--- config.mk ---
export PLATFORM = sky130hd
export DESIGN_NAME = seg_scan_mux
export DESIGN_NICKNAME = d
export VERILOG_FILES = /design/src/rtl/clock_pkg.sv /design/src/rtl/seg_blink_timer.sv /design/src/rtl/seg_scan_mux.sv
export SDC_FILE = /design/constraint.sdc
export NUM_CORES = 1
export LEC_CHECK = 0
export ABC_AREA = 1
export ABC_CLOCK_PERIOD_IN_PS = 7350
export CORE_MARGIN = 5
export CORE_UTILIZATION = 40
export DETAILED_ROUTE_END_ITERATION = 7
export MAX_ROUTING_LAYER = met4
export PLACE_DENSITY = 0.69
export SLEW_MARGIN = 10
export SYNTH_ARGS = -nofsm -noshare
export SYNTH_HDL_FRONTEND = slang
export SYNTH_HIERARCHICAL = 1
export SYNTH_SLANG_ARGS = --single-unit
export TNS_END_PERCENT = 10
--- constraint.sdc ---
create_clock -name clk -period 7.35 [get_ports clk]
set_input_delay 0.735 -clock clk [delete_from_list [all_inputs] [get_ports clk]]
set_output_delay 0.735 -clock clk [all_outputs]
set_load 0.01 [all_outputs]
--- src/rtl/clock_pkg.sv ---
// Shared definitions for the time-of-day display path: idle bus values,
// digit count, scan state encoding and the one-hot digit-enable helper.
package clock_pkg;

    localparam logic [6:0] SEG_OFF    = 7'h7F;
    localparam logic [5:0] DIG_OFF    = 6'h3F;
    localparam int         NUM_DIGITS = 6;

    typedef enum logic {
        BLANK = 1'b0,
        DRIVE = 1'b1
    } scan_state_e;

    // Active-low enable with only the selected digit pulled low
    function automatic logic [5:0] digit_enable_n(input logic [2:0] idx);
        return ~(6'b000001 << idx);
    endfunction

endpackage

--- src/rtl/seg_blink_timer.sv ---
// Counts frame starts and flips the blink phase every BLINK_FRAMES frames.
module seg_blink_timer
    import clock_pkg::*;
#(
    parameter int BLINK_FRAMES = 83,
    parameter int CNT_W        = (BLINK_FRAMES > 1) ? $clog2(BLINK_FRAMES) : 1
) (
    input  logic             clk,
    input  logic             reset,
    input  logic             frame_tick_i,
    output logic [CNT_W-1:0] frame_cnt_o,
    output logic             blink_phase_o
);

    logic [CNT_W-1:0] frame_cnt_q;
    logic [CNT_W-1:0] frame_cnt_d;
    logic             blink_phase_q;
    logic             blink_phase_d;

    // Advance the frame counter on each frame start; toggle phase on wrap
    always_comb begin
        frame_cnt_d   = frame_cnt_q;
        blink_phase_d = blink_phase_q;
        if (frame_tick_i) begin
            if (frame_cnt_q == CNT_W'(BLINK_FRAMES - 1)) begin
                frame_cnt_d   = {CNT_W{1'b0}};
                blink_phase_d = ~blink_phase_q;
            end else begin
                frame_cnt_d   = frame_cnt_q + CNT_W'(1);
            end
        end else begin
            frame_cnt_d   = frame_cnt_q;
        end
    end

    // Counter and phase registers with synchronous active-low reset
    always_ff @(posedge clk) begin
        if (!reset) begin
            frame_cnt_q   <= {CNT_W{1'b0}};
            blink_phase_q <= 1'b0;
        end else begin
            frame_cnt_q   <= frame_cnt_d;
            blink_phase_q <= blink_phase_d;
        end
    end

    assign frame_cnt_o   = frame_cnt_q;
    assign blink_phase_o = blink_phase_q;

endmodule

--- src/rtl/seg_scan_mux.sv ---
// Time-multiplexed driver for six 7-segment digits on one shared bus, with
// per-slot blanking, 16-level PWM dimming, per-digit blink and inputs
// captured once per frame so a frame never mixes old and new values.
module seg_scan_mux
    import clock_pkg::*;
#(
    parameter int CLK_HZ       = 50_000_000,
    parameter int SCAN_HZ      = 1_000,
    parameter int BLANK_CYCLES = 500,
    parameter int BLINK_FRAMES = 83
) (
    input  logic       clk,
    input  logic       reset,
    input  logic [6:0] seg_in0,
    input  logic [6:0] seg_in1,
    input  logic [6:0] seg_in2,
    input  logic [6:0] seg_in3,
    input  logic [6:0] seg_in4,
    input  logic [6:0] seg_in5,
    input  logic       disp_en,
    input  logic [3:0] brightness,
    input  logic [5:0] blink_mask,
    output logic [6:0] seg_out,
    output logic [5:0] dig_en_n,
    output logic       frame_start
);

    localparam int DWELL   = CLK_HZ / SCAN_HZ;
    localparam int SLOT_W  = (DWELL > 1) ? $clog2(DWELL) : 1;
    localparam int FRAME_W = (BLINK_FRAMES > 1) ? $clog2(BLINK_FRAMES) : 1;

    // A slot needs at least one dark cycle and at least one drive cycle
    if (BLANK_CYCLES < 1 || BLANK_CYCLES >= DWELL) begin : g_bad_blank
        $error("seg_scan_mux: BLANK_CYCLES must lie in 1..DWELL-1");
    end
    if (BLINK_FRAMES < 1) begin : g_bad_blink
        $error("seg_scan_mux: BLINK_FRAMES must be at least 1");
    end

    localparam logic [SLOT_W-1:0] BLANK_LAST = SLOT_W'(BLANK_CYCLES - 1);
    localparam logic [SLOT_W-1:0] SLOT_LAST  = SLOT_W'(DWELL - 1);
    localparam logic [2:0]        LAST_DIGIT = 3'(NUM_DIGITS - 1);

    scan_state_e       state_q, state_d;
    logic [2:0]        digit_idx_q, digit_idx_d;
    logic [SLOT_W-1:0] slot_cnt_q, slot_cnt_d;
    logic [3:0]        pwm_cnt_q, pwm_cnt_d;
    logic              first_q;
    logic              frame_tick_s;

    logic [6:0]        shadow_q [NUM_DIGITS];
    logic              disp_en_sh_q;
    logic [3:0]        brightness_sh_q;
    logic [5:0]        blink_mask_sh_q;

    logic              blink_phase_s;
    logic [FRAME_W-1:0] unused_frame_cnt_s;

    logic [6:0]        shadow_sel_s;
    logic              lit_s;
    logic [6:0]        seg_out_q, seg_out_d;
    logic [5:0]        dig_en_n_q, dig_en_n_d;
    logic              frame_start_q;

    seg_blink_timer #(
        .BLINK_FRAMES (BLINK_FRAMES),
        .CNT_W        (FRAME_W)
    ) u_blink (
        .clk           (clk),
        .reset         (reset),
        .frame_tick_i  (frame_tick_s),
        .frame_cnt_o   (unused_frame_cnt_s),
        .blink_phase_o (blink_phase_s)
    );

    // Slot sequencer: BLANK then DRIVE per digit; the first edge after reset
    // release counts as entering digit 0's BLANK so a frame starts at once
    always_comb begin
        state_d      = state_q;
        digit_idx_d  = digit_idx_q;
        slot_cnt_d   = slot_cnt_q + SLOT_W'(1);
        pwm_cnt_d    = pwm_cnt_q;
        frame_tick_s = 1'b0;
        if (first_q) begin
            state_d      = BLANK;
            digit_idx_d  = 3'd0;
            slot_cnt_d   = {SLOT_W{1'b0}};
            pwm_cnt_d    = 4'd0;
            frame_tick_s = 1'b1;
        end else begin
            case (state_q)
                BLANK: begin
                    if (slot_cnt_q == BLANK_LAST) begin
                        state_d   = DRIVE;
                        pwm_cnt_d = 4'd0;
                    end else begin
                        state_d   = BLANK;
                    end
                end
                DRIVE: begin
                    pwm_cnt_d = pwm_cnt_q + 4'd1;
                    if (slot_cnt_q == SLOT_LAST) begin
                        state_d    = BLANK;
                        slot_cnt_d = {SLOT_W{1'b0}};
                        if (digit_idx_q == LAST_DIGIT) begin
                            digit_idx_d  = 3'd0;
                            frame_tick_s = 1'b1;
                        end else begin
                            digit_idx_d  = digit_idx_q + 3'd1;
                        end
                    end else begin
                        state_d = DRIVE;
                    end
                end
                default: begin
                    state_d     = BLANK;
                    digit_idx_d = 3'd0;
                    slot_cnt_d  = {SLOT_W{1'b0}};
                end
            endcase
        end
    end

    // Output decode from the next state so outputs move with the state
    always_comb begin
        case (digit_idx_d)
            3'd0:    shadow_sel_s = shadow_q[0];
            3'd1:    shadow_sel_s = shadow_q[1];
            3'd2:    shadow_sel_s = shadow_q[2];
            3'd3:    shadow_sel_s = shadow_q[3];
            3'd4:    shadow_sel_s = shadow_q[4];
            3'd5:    shadow_sel_s = shadow_q[5];
            default: shadow_sel_s = SEG_OFF;
        endcase
        lit_s = (state_d == DRIVE) && disp_en_sh_q &&
                (pwm_cnt_d <= brightness_sh_q) &&
                !(blink_phase_s && blink_mask_sh_q[digit_idx_d]);
        if (lit_s) begin
            seg_out_d  = shadow_sel_s;
            dig_en_n_d = digit_enable_n(digit_idx_d);
        end else begin
            seg_out_d  = SEG_OFF;
            dig_en_n_d = DIG_OFF;
        end
    end

    // Scan state, frame snapshot and registered outputs
    always_ff @(posedge clk) begin
        if (!reset) begin
            state_q         <= BLANK;
            digit_idx_q     <= 3'd0;
            slot_cnt_q      <= {SLOT_W{1'b0}};
            pwm_cnt_q       <= 4'd0;
            first_q         <= 1'b1;
            for (int i = 0; i < NUM_DIGITS; i++) begin
                shadow_q[i] <= SEG_OFF;
            end
            disp_en_sh_q    <= 1'b0;
            brightness_sh_q <= 4'd0;
            blink_mask_sh_q <= 6'd0;
            seg_out_q       <= SEG_OFF;
            dig_en_n_q      <= DIG_OFF;
            frame_start_q   <= 1'b0;
        end else begin
            state_q       <= state_d;
            digit_idx_q   <= digit_idx_d;
            slot_cnt_q    <= slot_cnt_d;
            pwm_cnt_q     <= pwm_cnt_d;
            first_q       <= 1'b0;
            if (frame_tick_s) begin
                shadow_q[0]     <= seg_in0;
                shadow_q[1]     <= seg_in1;
                shadow_q[2]     <= seg_in2;
                shadow_q[3]     <= seg_in3;
                shadow_q[4]     <= seg_in4;
                shadow_q[5]     <= seg_in5;
                disp_en_sh_q    <= disp_en;
                brightness_sh_q <= brightness;
                blink_mask_sh_q <= blink_mask;
            end
            seg_out_q     <= seg_out_d;
            dig_en_n_q    <= dig_en_n_d;
            frame_start_q <= frame_tick_s;
        end
    end

    assign seg_out     = seg_out_q;
    assign dig_en_n    = dig_en_n_q;
    assign frame_start = frame_start_q;

endmodule

Yosys cells after proc, flatten, opt, wreduce, memory -nomap -nowiden
Memory sizes are Yosys's and may differ from the RTL's.
Index checks and enable logic that the tools add are counted.
{ "totals": {"reg_bits": 58, "latch_bits": 0, "mem_bits_rw": 42, "romBits": 0, "in_bits": 55, "out_inout_bits": 14, "mem_count": 1} }
{ "mem_list": {"columns": ["memory", "words", "word_bits", "read_ports", "rd_ports_with_merged_regs", "write_ports", "line_no", "text"], "rows": [
  ["shadow_q", 6, 7, 6, 0, 6, "seg_scan_mux.sv:51", "logic [6:0] shadow_q [NUM_DIGITS];"]
]} }
{ "op_classes": {"add_sub_neg": 4, "mul": 0, "n_div": 0, "order_cmp": 2, "eq_ne": 9, "shift": 1, "n_mux": 31, "bitwise": 10, "reduce_logical": 9} }
{ "ops": {"columns": ["cell", "n"], "rows": [
  ["7-bit two-way mux", 7],
  ["7-bit one-hot mux with 6 select lines", 1],
  ["16-bit two-way mux", 2],
  ["16-bit by 1-bit adder with 16-bit output (second input constant)", 1],
  ["16-bit == test (second input constant)", 1],
  ["16-bit by 9-bit == test with 1-bit output (second input constant)", 1],
  ["1-bit two-way mux", 12],
  ["3-bit two-way mux", 4],
  ["3-bit == test (second input constant)", 3],
  ["4-bit two-way mux", 2],
  ["4-bit one-hot mux with 2 select lines", 1],
  ["7-bit by 1-bit adder with 7-bit output (second input constant)", 1],
  ["7-bit == test (second input constant)", 1],
  ["3-bit by 2-bit == test with 1-bit output (second input constant)", 2],
  ["6-bit NOT", 1],
  ["1-bit bitwise OR", 6],
  ["1-bit by 3-bit << shifter with 6-bit output (first input constant)", 1],
  ["4-bit by 1-bit adder with 4-bit output (second input constant)", 1],
  ["4-bit less-or-equal comparator", 1],
  ["1-bit logical AND", 4],
  ["3-bit by 4-bit < comparator with 1-bit output (second input constant)", 1],
  ["2-bit AND reduction", 2],
  ["3-bit by 1-bit adder with 3-bit output (second input constant)", 1],
  ["1-bit binary-select mux with 3-bit select", 1],
  ["6 further kinds", 8]
]} }

Depth between registers and ports, before layout
Gate-level depths: netlist of run 1.
{ "depth": {"word_depth": 11, "depth_mapped": 17} }

Hierarchy
Netlist of run 1, hierarchy kept.
{ "by_module_without_submodules": {"columns": ["module", "n_inst", "cells_each", "area_per_inst_um2", "seq_area_each_um2"], "rows": [
  ["seg_scan_mux", 1, 456, 4041.4, 2262.2],
  ["seg_blink_timer", 1, 65, 476.7, 160.2]
]} }

Worst setup path after synthesis of run 1
Ideal clock, no wire load.
{ "synth_timing": {"path_type": "flip-flop to flip-flop", "startpoint": "register slot_cnt_q[0]", "endpoint": "memory shadow_q[0][0] (enable)", "setup_ps": 403, "arrival_ps": 2071, "t_required_ps": 6947, "path_slack_ps": 4876, "stages_incl_launch_ff": 8, "synth_period_minus_slack_ps": 2474, "cell_sequence": "dfxtp_1 ha_1 nand3_2 nor2_1 nand3_1 nand2_1 o21ai_2 nand2_1"} }
{ "synth_rtl": {"columns": ["item", "line_no", "text"], "rows": [
  ["from (decl)", "seg_scan_mux.sv:46", "logic [SLOT_W-1:0] slot_cnt_q, slot_cnt_d;"],
  ["from (signal assigned)", "seg_scan_mux.sv:152", "slot_cnt_q <= {SLOT_W{1'b0}};"],
  ["from (signal assigned)", "seg_scan_mux.sv:167", "slot_cnt_q <= slot_cnt_d;"],
  ["to (decl)", "seg_scan_mux.sv:51", null]
]} }

==> results of run 1 <==
[logic make-up (layout without fill, tap and decap cells)]
kind of cell | Yosys count | in the layout | share of synthesized area
XOR/XNOR | 8 | 8 | 0.01551
flip-flops | 100 | 100 | 0.5361
adder cells (fa/ha/maj) | 8 | 8 | 0.02216
buffers and inverters | 67 | 142 | 0.05982
AO/OA/AOI/OAI | 29 | 29 | 0.03877
AND/OR/NAND/NOR | 309 | 309 | 0.3276
[synth_stat cells, types with 5 or more instances]
master    count
ha_1          8
edfxtp_1     42
or2_2        44
inv_2         7
nand2_2      11
nor3_1        5
nand4_1       8
nor2_1       50
a21oi_1      11
o21ai_0       8
dfxtp_1      58
nand2_1     126
nand3_1      41
inv_1        50
nor2_2       14
[critical path, cell delays in order]
cell	delay, ns
clkdlybuf4s50_1	0.81
clkinv_1	0.37
nor2_2	0.47
inv_1	0.52
or2_2	0.46
[per-layer routing]
layer	vias to the layer above	global-route usage
li1	1808	-
met1	1589	0.1993
met2	56	0.2498
met3	13	0.02798
met4	0	0.04795
met5	-	-
[registers in the layout (all words and copies together), names as in the netlist]
| signal | cells |
|---|---|
| slot_cnt_q | 16 |
| dig_en_n | 6 |
| blink_mask_sh_q | 6 |
| u_blink/frame_cnt_o | 7 |
| seg_out | 7 |
| brightness_sh_q | 4 |
| state_q | 1 |
| digit_idx_q | 3 |
| frame_start | 1 |
| first_q | 1 |
| disp_en_sh_q | 1 |
| pwm_cnt_q | 4 |
| shadow_q | 42 |
| u_blink/blink_phase_o | 1 |
[final cells by class]
class / instances / area (um2) / area share
clock buffers: 9 / 225.2 / 0.04010
flip-flops and latches: 100 / 2422 / 0.4313
inverters: 58 / 217.7 / 0.03876
multi-input cells: 354 / 1828 / 0.3255
repair buffers: 68 / 680.7 / 0.1212
well taps: 140 / 175.2 / 0.03119
clock inverters: 7 / 67.56 / 0.01203
[through the flow]
step / cells / utilization
after floorplan: 521 / -
after global placement: 720 / 0.4868
after detailed placement: 720 / 0.4868
after CTS: 736 / 0.5136
after global routing: 736 / 0.5136
final: 736 / 0.5136
[how the worst max path moves through the flow]
stage                   from             end  slack, ns  cells past startpoint
3_3_place_gp           reset  shadow_q[3][4]       3.76                      5
3_5_place_dp           reset  shadow_q[3][1]       3.64                      5
5_1_grt                reset  shadow_q[4][0]       3.69                      5
2_1_floorplan  slot_cnt_q[0]  shadow_q[0][0]       4.88                      7
4_1_cts                reset  shadow_q[4][0]       4.00                      5
6_report               reset  shadow_q[4][0]       4.06                      5
[cell usage in the layout, fill, tap and decap left out, types with 5 or more instances in the layout]
master / n
inv_1: 50
dfxtp_1: 58
nor2_2: 14
nand4_1: 8
inv_2: 7
ha_1: 8
clkdlybuf4s50_1: 68
nor3_1: 5
nand2_1: 125
o21ai_0: 8
nand3_1: 41
nor2_1: 50
nand2_2: 12
edfxtp_1: 42
or2_2: 44
clkbuf_16: 9
a21oi_1: 11
[power groups by stage]
stage,Sequential [mW],Combinational (mW),Clock [mW]
4_1_cts,0.594,0.0672,0.472
6_report,0.594,0.0660,0.464
5_1_grt,0.595,0.0740,0.499
3_5_place_dp,0.607,0.0669,0
3_3_place_gp,0.607,0.0660,0
2_1_floorplan,0.606,0.0306,0
==> results.toml, run 1 <==
[grt]
antenna_found_initial = 0
grt_pass1_vias = 3509
grt_usage = 0.1550
grt_overflow_total = 0
grt_max_degree = 48
grt_pass1_wl_mm = 16.17

[clock_tree]
cts_sinks = 100
cts_inserted_buffers = 9
clock_latency_ns = 0.35
clkSlewWorstSetupHoldPaths_ns = 0.08
cts_buffer_depth = 2
cts_root_buf = "clkbuf_16"
cts_tree = "yes"
cts_hold_buf = 0
cts_max_level = 3
post-cts-setup-buffers = 0
cts_resized = 0

[pwr]
p_sw_mw = 0.2581
comb_power_share = 0.059
finalPower_mw = 1.124
pwr-share-clk = 0.413
pwr-share-seq = 0.529
power.density_nw_per_um2 = 200.1
intPower_mw = 0.8656
total_leakage_power_nw = 2.192
peakVddDrop_mv = 0.1489
switching_share = 0.2297

[detailed_routing]
dr.max_layer_used = "met4"
vias = 3466
met1_length_mm = 4.301
drt_iter0_markers = 178
drtPass1Iterations = 4
wl_mm = 9.354
wl_met2_mm = 4.656
vias_per_cell = 4.709
drt-wirelength-per-cell_um = 12.71
drtAntennaViolNets = 0
route.met3.wl_um = 254
drc = 0

[logic_synthesis]
yosysTopAreaCell = "edfxtp_1"
async_reset_ff_frac = 0
synth_fp_nets = 584
ys_seq_elements = 100
ys_types = 36
yosysWarningCount = 6
synth_top_area_share = 0.2791
synthFlopType = "dfxtp_1"
synth_area_per_cell_um2 = 8.672
synthTopCellsByArea = "edfxtp_1 (28%), dfxtp_1 (26%), nand2_1 (10%)"
synth_area_um2 = 4518
seq_area_frac_synth = 0.5361
syn_inst = 521
synth_edf_count = 42

[worst_setup_path]
r2r-start = "slot_cnt_q[6]"
critical_path_class = "in -> reg"
r2r-end = "dig_en_n[4]"
rrSetupSlack_ns = 4.33
worst_r2r_path_depth = 16
worstSetupEndpointType = "register"
path_max_fanout = 42
start_kind = "primary input"
required_ns = 7.44
crit_arrival_ns = 3.38

[timing]
fmax_mhz = 303.8
slew_headroom = 0.3091
rsz0062_at_grt = "no"
layout_min_cycle_time_ns = 3.292
drv_slew = 0
layout_worst_path_cycle_share = 0.4479
finalHoldWorstSlack_ns = 0.4556
setup_violations = 0
tns_ns = 0
fin_ws_ns = 4.058
worst_pin_slew_ns = 1.033
hold_violations = 0
fin_skew_ns = 0.01158

[layout]
design_area_um2 = 5617
nets = 654
areaGrowthSynthToFinish_pct = 24.31
diodes = 0
layout-drive-gt1-share = 0.1728
filler_cell_count = 1038

[die]
die_h_um = 116.3
initial_core_util = 0.4132
io_pins = 69
die_w_um = 116.3
die-area_um2 = 13520
coreArea_um2 = 10940
rows = 38

[place]
place_area_um2 = 5324
port-buffer-count = 68
post-place-ws_ns = 3.641
routabilityCongestion = 0.8379
place_hpwl_mm = 6.975

[min_path]
min-delay-path-class = "reg -> reg"
holdPathStages = 1
hold_end = "slot_cnt_q[0]"
worstHoldStart = "slot_cnt_q[0]"

[run]
maxCapViolations = 0

[outcome]
status = "complete, no violations"
Note: power is estimated with default switching activity, not from simulation.
==> inputs of run 2 (changes only) <==
--- a/config.mk
+++ b/config.mk
@@ -6,12 +6,12 @@
 export NUM_CORES = 1
 export LEC_CHECK = 0
 export ABC_AREA = 1
-export ABC_CLOCK_PERIOD_IN_PS = 7350
+export ABC_CLOCK_PERIOD_IN_PS = 2820
 export CORE_MARGIN = 5
 export CORE_UTILIZATION = 40
 export DETAILED_ROUTE_END_ITERATION = 7
 export MAX_ROUTING_LAYER = met4
-export PLACE_DENSITY = 0.69
+export PLACE_DENSITY = 0.72
 export SLEW_MARGIN = 10
 export SYNTH_ARGS = -nofsm -noshare
 export SYNTH_HDL_FRONTEND = slang
==> constraint.sdc (replaced) <==
create_clock -name clk -period 2.82 [get_ports clk]
set_input_delay 0.282 -clock clk [delete_from_list [all_inputs] [get_ports clk]]
set_output_delay 0.282 -clock clk [all_outputs]
set_load 0.01 [all_outputs]
==> results.toml, run 2 (same netlist as run 1, synthesis figures left out) <==
[worst_setup_path]
worstSetupEndpointType = "register"
worst_r2r_path_depth = 16
path_max_fanout = 13
rrSetupSlack_ns = 0.28
cp_cell_sequence = "ha_1, nand3_1, nor3_2, nand2_1, nand3_1, o21a_1, nor2_1, ha_1, nand2_1, inv_1, o21ai_0, a32o_1, nand3_1, a21oi_2, buf_6, nand2_1"
r2r-end = "dig_en_n[0]"
r2r-start = "slot_cnt_q[0]"
cp_top_family = "simple AND/OR/NAND/NOR gates"
required_ns = 3.03
critPathBufInv = 2
cp_slowest_cell = "dfxtp_1"
crit_arrival_ns = 2.75
critical_path_class = "reg -> reg"
cpPeakStageDelay_ns = 0.36
start_kind = "register"

[grt]
grt_pass1_vias = 3354
grt_max_degree = 43
grt_pass1_wl_mm = 15.30
grt_usage = 0.1472
grt_overflow_total = 0
antenna_found_initial = 0

[pwr]
total_leakage_power_nw = 2.242
power.density_nw_per_um2 = 540.2
peakVddDrop_mv = 0.2754

[detailed_routing]
vias_per_cell = 4.614
drt_iter0_markers = 205
dr.max_layer_used = "met4"
route.met3.wl_um = 353
drtAntennaViolNets = 0
drc = 0
vias = 3414
wl_mm = 9.148
met1_length_mm = 4.043
drtPass1Iterations = 5
wl_met2_mm = 4.673
drt-wirelength-per-cell_um = 12.36

[min_path]
hold_end = "slot_cnt_q[0]"
worstHoldStart = "slot_cnt_q[0]"
min-delay-path-class = "reg -> reg"
holdPathStages = 1

[layout]
largest_register = "shadow_q"
areaGrowthSynthToFinish_pct = 26.50
largest_register_ffs = 42
reg_top3 = "shadow_q: 42 flops, slot_cnt_q: 16 flops"
filler_cell_count = 1007
final_cell_mix = "nand2_1 (125), clkdlybuf4s50_1 (68), dfxtp_1 (57), inv_1 (50), nor2_1 (50)"
diodes = 0
final_common_cell = "nand2_1"
nets = 658
layout-drive-gt1-share = 0.1817

[die]
io_pins = 69
die_w_um = 116.3
initial_core_util = 0.4132
coreArea_um2 = 10940
die_h_um = 116.3
rows = 38
die-area_um2 = 13520

[clock_tree]
cts_tree = "yes"
cts_sinks = 100
cts_max_level = 3
clock_latency_ns = 0.34
cts_root_buf = "clkbuf_16"
cts_inserted_buffers = 9
clkSlewWorstSetupHoldPaths_ns = 0.07
cts_buffer_depth = 2

[timing]
fin_skew_ns = 0.01267
setup_violations = 0
fmax_mhz = 394.2
layout_worst_path_cycle_share = 0.8997
layout_min_cycle_time_ns = 2.537
hold_violations = 0
slew_headroom = 0.4144
worst_pin_slew_ns = 0.8774
tns_ns = 0
drv_slew = 0
fin_ws_ns = 0.2829

[outcome]
status = "complete, no violations"

[place]
routabilityCongestion = 0.8113
post-place-ws_ns = 0.2211
place_hpwl_mm = 6.988
port-buffer-count = 68

[run]
maxCapViolations = 0
==> run 2: worst reg2reg max path, stage by stage (launching register included) <==
cell     delay (ns)
dfxtp_1        0.36
ha_1           0.22
nand3_1        0.12
nor3_2         0.22
nand2_1        0.14
nand3_1        0.10
o21a_1         0.14
nor2_1         0.04
ha_1           0.30
nand2_1        0.07
inv_1          0.05
o21ai_0        0.07
a32o_1         0.14
nand3_1        0.08
a21oi_2        0.14
buf_6          0.17
nand2_1        0.06
==> run 2: per-layer routing <==
| layer | vias up | global-route usage |
|---|---|---|
| met5 | - | - |
| met4 | 0 | 0.03790 |
| met3 | 4 | 0.03161 |
| met2 | 62 | 0.2441 |
| met1 | 1536 | 0.1833 |
| li1 | 1812 | - |
==> run 2: how the worst max path moves through the flow <==
| stage | startpoint | endpoint | depth (start not counted) |
|---|---|---|---|
| 6_report | slot_cnt_q[0] | dig_en_n[0] | 16 |
| 5_1_grt | slot_cnt_q[0] | dig_en_n[0] | 16 |
| 4_1_cts | slot_cnt_q[0] | dig_en_n[0] | 16 |
| 3_5_place_dp | slot_cnt_q[0] | dig_en_n[0] | 16 |
| 3_3_place_gp | slot_cnt_q[6] | dig_en_n[2] | 17 |
| 2_1_floorplan | slot_cnt_q[0] | shadow_q[0][0] | 7 |
==> run 2: cell type report <==
cell class                      instances  area [um2]  share of cell area
Timing Repair Buffer                   72       726.9              0.1272
Clock inverter                          7       113.9             0.01992
Tap cell                              140       175.2             0.03065
Multi-Input combinational cell        354        1833              0.3207
Inverter                               58       217.7             0.03809
Sequential cell                       100        2424              0.4240
Clock buffer                            9       225.2             0.03940
==> run 2: metrics by stage <==
step                      cell area (um2)  cells  hold slack [ns]  total power, mW    util
after detailed placement             5366    724           0.4407            1.760  0.4907
final                                5715    740           0.4544            3.087  0.5227
after global routing                 5715    740           0.4791            3.202  0.5227
after floorplan                      4518    521           0.3851            1.660       -
after global placement               5366    724           0.4293            1.756  0.4907
after CTS                            5705    740           0.4565            3.112  0.5217
==> run 2: repair_timing <==
item / 4_1_cts / 5_1_grt
hold buffers: 0 / 0
gates resized for setup: 0 / 3
setup buffers: 0 / 0
endpoints found under the setup margin: 0 / 13
==> run 2: power breakdown <==
part           total [mW]  switching [mW]  internal, mW
Clock                1.36           0.561         0.801
Combinational       0.178          0.0774         0.101
Sequential           1.55          0.0121          1.54
